<file path="src/rtl/debug_send_pkg.sv">
// ============================================================================
// Module      : debug_send_pkg
// Description : Shared types and constants for the debug send arbiter.
// Revision    : 1.0 - initial release
// ============================================================================
`default_nettype none

package debug_send_pkg;

    localparam int NREQ  = 4;
    localparam int ID_W  = 2;
    // The source tag occupies the top TAG_W bits of the outgoing word.
    localparam int TAG_W = ID_W;

    typedef enum logic [1:0] {
        IDLE      = 2'd0,
        ISSUE     = 2'd1,
        WAIT_ACK  = 2'd2,
        WAIT_DONE = 2'd3
    } state_e;

endpackage

`default_nettype wire

</file>
<file path="src/rtl/rr_pick4.sv">
// ============================================================================
// Module      : rr_pick4
// Description : Combinational round-robin picker; the first pending index
//               after 'last' wins, so 'last' itself has the lowest priority.
// Revision    : 1.0 - initial release
// ============================================================================
`default_nettype none

module rr_pick4
    import debug_send_pkg::*;
(
    input  logic [NREQ-1:0] pending,
    input  logic [ID_W-1:0] last,
    output logic            any,
    output logic [ID_W-1:0] idx
);

    logic [ID_W-1:0] w_cand;

    // Scan from the far end back toward last+1 so the nearest hit is kept.
    always_comb begin
        any    = |pending;
        idx    = last + ID_W'(1);
        w_cand = last;
        for (int k = NREQ; k >= 1; k--) begin
            w_cand = last + ID_W'(k);
            if (pending[w_cand]) begin
                idx = w_cand;
            end
        end
    end

endmodule

`default_nettype wire

</file>
<file path="src/rtl/debug_send_arbiter.sv">
// ============================================================================
// Module      : debug_send_arbiter
// Description : Round-robin share of one serial debug sender among four
//               requesters, each with a one-deep holding register.
// Revision    : 1.0 - initial release
// ============================================================================
`default_nettype none

module debug_send_arbiter
    import debug_send_pkg::*;
#(
    parameter int DW          = 40,
    parameter bit TAG_EN      = 1'b1,
    parameter int ACK_TIMEOUT = 255
) (
    input  logic                 clk,
    input  logic                 rst_n,
    input  logic [NREQ-1:0]      req_valid,
    input  logic [NREQ*DW-1:0]   req_data,
    output logic [NREQ-1:0]      req_ready,
    output logic [NREQ-1:0]      drop_sticky,
    input  logic                 drop_clr,
    output logic                 snd_valid,
    output logic [DW-1:0]        snd_data,
    input  logic                 snd_busy,
    output logic [ID_W-1:0]      grant_id,
    output logic                 busy,
    output logic                 timeout_pulse
);

    localparam logic [7:0] c_ack_last = 8'(ACK_TIMEOUT - 1);

    state_e          state_q, state_d;
    logic [NREQ-1:0] pending_q, pending_d;
    logic [NREQ-1:0] drop_q, drop_d;
    logic [DW-1:0]   hold_q [NREQ];
    logic [DW-1:0]   snd_data_q, snd_data_d;
    logic [ID_W-1:0] grant_q, grant_d;
    logic [ID_W-1:0] last_q, last_d;
    logic [7:0]      cnt_q, cnt_d;

    logic            w_any;
    logic [ID_W-1:0] w_idx;
    logic [DW-1:0]   w_word;
    logic            w_accept;
    logic [NREQ-1:0] w_capture;
    logic [NREQ-1:0] w_clear;

    rr_pick4 u_pick (
        .pending (pending_q),
        .last    (last_q),
        .any     (w_any),
        .idx     (w_idx)
    );

    // Capture decisions use the pre-edge pending, so a word arriving in the
    // acceptance cycle sees pending still set and is dropped.
    assign w_capture = req_valid & ~pending_q;
    assign w_clear   = w_accept ? (NREQ'(1) << grant_q) : '0;
    assign pending_d = (pending_q | w_capture) & ~w_clear;
    assign drop_d    = (drop_clr ? '0 : drop_q) | (req_valid & pending_q);

    for (genvar i = 0; i < NREQ; i++) begin : g_hold
        always_ff @(posedge clk or negedge rst_n) begin
            if (!rst_n) begin
                hold_q[i] <= '0;
            end else if (w_capture[i]) begin
                hold_q[i] <= req_data[i*DW +: DW];
            end
        end
    end

    always_comb begin
        w_word = hold_q[w_idx];
        if (TAG_EN) begin
            w_word[DW-1 -: TAG_W] = w_idx;
        end
    end

    always_comb begin
        state_d       = state_q;
        snd_data_d    = snd_data_q;
        grant_d       = grant_q;
        last_d        = last_q;
        cnt_d         = cnt_q;
        w_accept      = 1'b0;
        timeout_pulse = 1'b0;
        case (state_q)
            IDLE: begin
                if (w_any && !snd_busy) begin
                    snd_data_d = w_word;
                    grant_d    = w_idx;
                    state_d    = ISSUE;
                end
            end
            ISSUE: begin
                cnt_d   = '0;
                state_d = WAIT_ACK;
            end
            WAIT_ACK: begin
                if (snd_busy) begin
                    w_accept = 1'b1;
                    last_d   = grant_q;
                    state_d  = WAIT_DONE;
                end else if (cnt_q == c_ack_last) begin
                    // Word stays pending and competes again after the others.
                    timeout_pulse = 1'b1;
                    last_d        = grant_q;
                    state_d       = IDLE;
                end else begin
                    cnt_d = cnt_q + 8'd1;
                end
            end
            WAIT_DONE: begin
                if (!snd_busy) begin
                    state_d = IDLE;
                end
            end
            default: state_d = IDLE;
        endcase
    end

    always_ff @(posedge clk or negedge rst_n) begin
        if (!rst_n) begin
            state_q    <= IDLE;
            pending_q  <= '0;
            drop_q     <= '0;
            snd_data_q <= '0;
            grant_q    <= '0;
            last_q     <= ID_W'(NREQ - 1);
            cnt_q      <= '0;
        end else begin
            state_q    <= state_d;
            pending_q  <= pending_d;
            drop_q     <= drop_d;
            snd_data_q <= snd_data_d;
            grant_q    <= grant_d;
            last_q     <= last_d;
            cnt_q      <= cnt_d;
        end
    end

    assign req_ready   = ~pending_q;
    assign drop_sticky = drop_q;
    assign snd_valid   = (state_q == ISSUE);
    assign snd_data    = snd_data_q;
    assign grant_id    = grant_q;
    assign busy        = (state_q != IDLE);

endmodule

`default_nettype wire

</file>
<file path="config.mk">
export PLATFORM = sky130hd
export DESIGN_NAME = debug_send_arbiter
export DESIGN_NICKNAME = d
export VERILOG_FILES = /design/src/rtl/debug_send_pkg.sv /design/src/rtl/rr_pick4.sv /design/src/rtl/debug_send_arbiter.sv
export SDC_FILE = /design/constraint.sdc
export NUM_CORES = 1
export LEC_CHECK = 0
export ABC_AREA = 1
export CAP_MARGIN = 0
export CORE_MARGIN = 3
export CORE_UTILIZATION = 52
export CTS_BUF_LIST = sky130_fd_sc_hd__clkbuf_4 sky130_fd_sc_hd__clkbuf_8
export CTS_CLUSTER_DIAMETER = 40
export DETAILED_ROUTE_END_ITERATION = 8
export PLACE_DENSITY = 0.83
export REMOVE_ABC_BUFFERS = 1
export SLEW_MARGIN = 20
export SYNTH_ARGS = -nofsm -noshare
export SYNTH_HDL_FRONTEND = slang
export SYNTH_HIERARCHICAL = 1
export SYNTH_SLANG_ARGS = --single-unit
</file>
<file path="constraint.sdc">
create_clock -name clk -period 2.85 [get_ports clk]
set_clock_uncertainty 0.05 [all_clocks]
set_input_delay 0.57 -clock clk [delete_from_list [all_inputs] [get_ports clk]]
set_output_delay 0.57 -clock clk [all_outputs]
set_load 0.01 [all_outputs]
</file>
==> results <==
worst max-delay path: cells and delay by family, from the launching register on:
| family | cells | cell delay [ps] |
|---|---|---|
| buffers and inverters | 3 | 770 |
| DFF | 1 | 410 |
| adders and majority gates | 1 | 240 |
area by class of cell:
class / instances / area, sq um
sequential: 212 / 5308
fill: 1306 / 4820
multi-input combinational: 627 / 3601
timing repair buffer: 234 / 2406
clock buffer: 62 / 759.5
inverter: 91 / 346.6
tap: 225 / 281.5
clock inverter: 5 / 75.07
power by group:
| group | internal (W) | switching (W) | total, W | leakage [nW] |
|---|---|---|---|---|
| Combinational | 0.00293 | 0.00395 | 0.00688 | 3.11 |
| Sequential | 0.00421 | 0.000579 | 0.00478 | 2.51 |
| Clock | 0.00186 | 0.00120 | 0.00306 | 0.447 |
| Total | 0.00900 | 0.00573 | 0.0147 | 6.07 |
through the flow:
stage	setup WS, ps	std cells
global route	182.7	1456
detailed placement	503.7	1389
CTS	13.12	1456
floorplan	-369.5	930
finish	292.2	1456
global placement	526.2	1389
synthesized netlist by cell type, drive strengths merged (6+ instances only):
| master | count |
|---|---|
| a21oi | 91 |
| clkbuf | 17 |
| nand2 | 173 |
| nand3 | 30 |
| o21a | 8 |
| ha | 6 |
| dfrtp | 210 |
| nor2 | 87 |
| buf | 39 |
| o21ai | 110 |
| o22ai | 9 |
| inv | 91 |
| mux2 | 97 |
| o211ai | 8 |
flip-flops by register name, indices dropped and copies added (netlist names):
| register | flops |
|---|---|
| pending_q | 4 |
| last_q | 2 |
| drop_sticky | 4 |
| cnt_q | 8 |
| snd_data | 40 |
| hold_q | 152 |
| state_q | 2 |
cells by family after synthesis:
family                     Yosys count  share of synthesized area (%)
xor gates and xnor gates             1                        0.09187
buffers and inverters              147                          6.679
muxes                               97                          11.46
AOI/OAI and AO/OA                  231                          12.96
and+or+nand+nor                    292                          12.36
adders and majority gates            6                         0.7873
DFF                                212                          55.66
path summary, 6_finish.rpt:
kind | to | slack (ps)
min in group clk | snd_data[32] | 430
min reg2reg | snd_data[32] | 430
max in group asynchronous | hold_q[2] | 1900
max reg2reg | snd_data[29] | 450
min | cnt_q[2] | 4
max | busy | 290
routing by layer:
metal | routed length [um] | GRT usage, % | share of wire [%] | vias up
met1 | 10410 | 32.94 | 41 | 3833
met4 | 596 | 8.030 | 2.4 | 0
met3 | 1972 | 5.932 | 7.8 | 51
met2 | 12170 | 41.74 | 48 | 304
li1 | - | - | - | 3689
met5 | 0 | 0 | 0 | -
==> impl_metrics.prom <==
# TYPE chip_impl_metric gauge
chip_impl_metric{name="via_count",unit=""} 7877
chip_impl_metric{name="core_area",unit="sq um"} 17600
chip_impl_metric{name="drive_above_1_share",unit="%"} 17.38
chip_impl_metric{name="synth_top_area_share",unit="%"} 55.11
chip_impl_metric{name="layout-area-overhead-vs-synth",unit="%"} 34.00
chip_impl_metric{name="layout.core_utilization",unit="%"} 72.61
chip_impl_metric{name="worst-path-max-fanout",unit=""} 5
chip_impl_metric{name="slew_headroom",unit="%"} 56.79
chip_impl_metric{name="grt_pass1_wl",unit="mm"} 40.15
chip_impl_metric{name="vias_per_cell",unit=""} 5.410
chip_impl_metric{name="cp_peak_stage_delay",unit="ps"} 550
chip_impl_metric{name="dr.pass1.iters",unit=""} 5
chip_impl_metric{name="yosys.cell_types.count",unit=""} 32
chip_impl_metric{name="starting_density_of_the_core",unit="%"} 54.19
chip_impl_metric{name="setup-tns-final",unit="ps"} 0
chip_impl_metric{name="crit_arrival",unit="ps"} 1940
chip_impl_info{name="clock_tree_from_tritoncts",value="built"} 1
chip_impl_info{name="most-common-layout-cells",value="sky130_fd_sc_hd__dfrtp_1, sky130_fd_sc_hd__clkdlybuf4s50_1, sky130_fd_sc_hd__nand2_1"} 1
chip_impl_metric{name="insertion_delay",unit="ps"} 520
chip_impl_metric{name="hpwl",unit="mm"} 16.17
chip_impl_metric{name="dieArea",unit="sq um"} 20000
chip_impl_metric{name="fin_nets",unit=""} 1378
chip_impl_info{name="worst_setup_path_end_kind",value="output port"} 1
chip_impl_metric{name="worstMarginPinSlew",unit="ps"} 648.2
chip_impl_metric{name="rr_worst_depth",unit=""} 13
chip_impl_metric{name="fmax",unit="GHz"} 0.3910
chip_impl_info{name="worst_setup_path_start_kind",value="flop"} 1
chip_impl_metric{name="mappedNetlistArea",unit="sq um"} 9535
chip_impl_metric{name="power_density",unit="nW/um^2"} 1153
chip_impl_metric{name="clock-sinks",unit=""} 212
chip_impl_metric{name="top_level_ports",unit=""} 221
chip_impl_metric{name="wirelength",unit="mm"} 25.15
chip_impl_metric{name="post_synth_inst_count",unit=""} 986
chip_impl_metric{name="design_area",unit="sq um"} 12780
chip_impl_metric{name="ys_async_sr_fraction",unit="%"} 100.0
chip_impl_metric{name="floorplan_row_count",unit=""} 48
chip_impl_metric{name="synth-seq-cells",unit=""} 212
chip_impl_info{name="crit_type",value="flop to output port"} 1
chip_impl_info{name="cts-root-buf",value="sky130_fd_sc_hd__clkbuf_8"} 1
chip_impl_metric{name="p_leak",unit="nW"} 6.070
chip_impl_metric{name="post-route-period-util",unit="%"} 89.75
chip_impl_metric{name="finalWeightedCongestion",unit=""} 0.8218
chip_impl_metric{name="hold_ws",unit="ps"} 3.650
chip_impl_metric{name="ctsResizeCount",unit=""} 0
chip_impl_info{name="rsz0062_at_grt",value="false"} 1
chip_impl_metric{name="io_buffers",unit=""} 212
chip_impl_metric{name="post_drt_wl_per_cell",unit="um"} 17.27
chip_impl_info{name="hold_path.class",value="input port to async pin"} 1
chip_impl_metric{name="placed_cell_area",unit="sq um"} 11940
chip_impl_metric{name="dr.first_iter.drc_count",unit=""} 453
chip_impl_metric{name="detail_route.drc_violations",unit=""} 0
chip_impl_metric{name="grt_overflow",unit=""} 0
chip_impl_metric{name="clk_pin_slew",unit="ps"} 50
chip_impl_info{name="synth_area_leader_cell",value="sky130_fd_sc_hd__dfrtp_1"} 1
chip_impl_metric{name="postCtsHoldBufs",unit=""} 0
chip_impl_metric{name="required_time_reported_for_the_critical_path_endpoint",unit="ps"} 2230
chip_impl_metric{name="power",unit="W"} 0.01473
chip_impl_metric{name="number_of_endpoints_failing_setup_at_the_final_stage",unit=""} 0
chip_impl_metric{name="synth_seq_area_share",unit="%"} 55.66
chip_impl_info{name="yosys-top-cells-area",value="sky130_fd_sc_hd__dfrtp_1, sky130_fd_sc_hd__mux2_2, sky130_fd_sc_hd__nand2_1"} 1
chip_impl_metric{name="hold_viol_final",unit=""} 0
chip_impl_metric{name="yosysWarningCount",unit=""} 6
chip_impl_info{name="worst_path_max_delay_cell",value="sky130_fd_sc_hd__clkdlybuf4s50_1"} 1
chip_impl_metric{name="route.antenna.remaining_nets",unit=""} 0
chip_impl_metric{name="first_global_vias",unit=""} 8097
chip_impl_info{name="postSynth.topFlopCell",value="sky130_fd_sc_hd__dfrtp_1"} 1
chip_impl_metric{name="syn_avg_cell_area",unit="sq um"} 9.671
chip_impl_metric{name="h-tree-depth",unit=""} 2
chip_impl_metric{name="fin_crit",unit="ps"} 2558
chip_impl_info{name="crit-reg2reg-launch",value="last_q[0]"} 1
chip_impl_info{name="worst_setup_path_startpoint",value="state_q[0]"} 1
chip_impl_metric{name="antenna_fix_cells",unit=""} 0
chip_impl_metric{name="timing.final.max_slew_violations",unit=""} 0
chip_impl_metric{name="global_route.usage.total",unit="%"} 25.15
chip_impl_info{name="result_of_the_run",value="finished clean"} 1
chip_impl_metric{name="clockBufferDepth",unit=""} 3
chip_impl_metric{name="post-cts-setup-buffer-count",unit=""} 0
chip_impl_info{name="cp_cell_sequence",value="inv_1, ha_1, inv_1, clkdlybuf4s50_1"} 1
chip_impl_metric{name="max_cap_viol_count",unit=""} 0
chip_impl_metric{name="die_x",unit="um"} 141.4
chip_impl_metric{name="grt_start_max_net_pins",unit=""} 76
chip_impl_info{name="timing.critical_path.mode_cell",value="sky130_fd_sc_hd__inv_1"} 1
chip_impl_metric{name="ir_drop",unit="mV"} 0.9728
chip_impl_metric{name="die_height",unit="um"} 141.4
chip_impl_metric{name="grt_antenna_before_repair",unit=""} 0
chip_impl_metric{name="synth_enable_flop_cells",unit=""} 0
chip_impl_metric{name="number_of_buffers_created_by_cts",unit=""} 38
(Power assumes the default switching activity.)
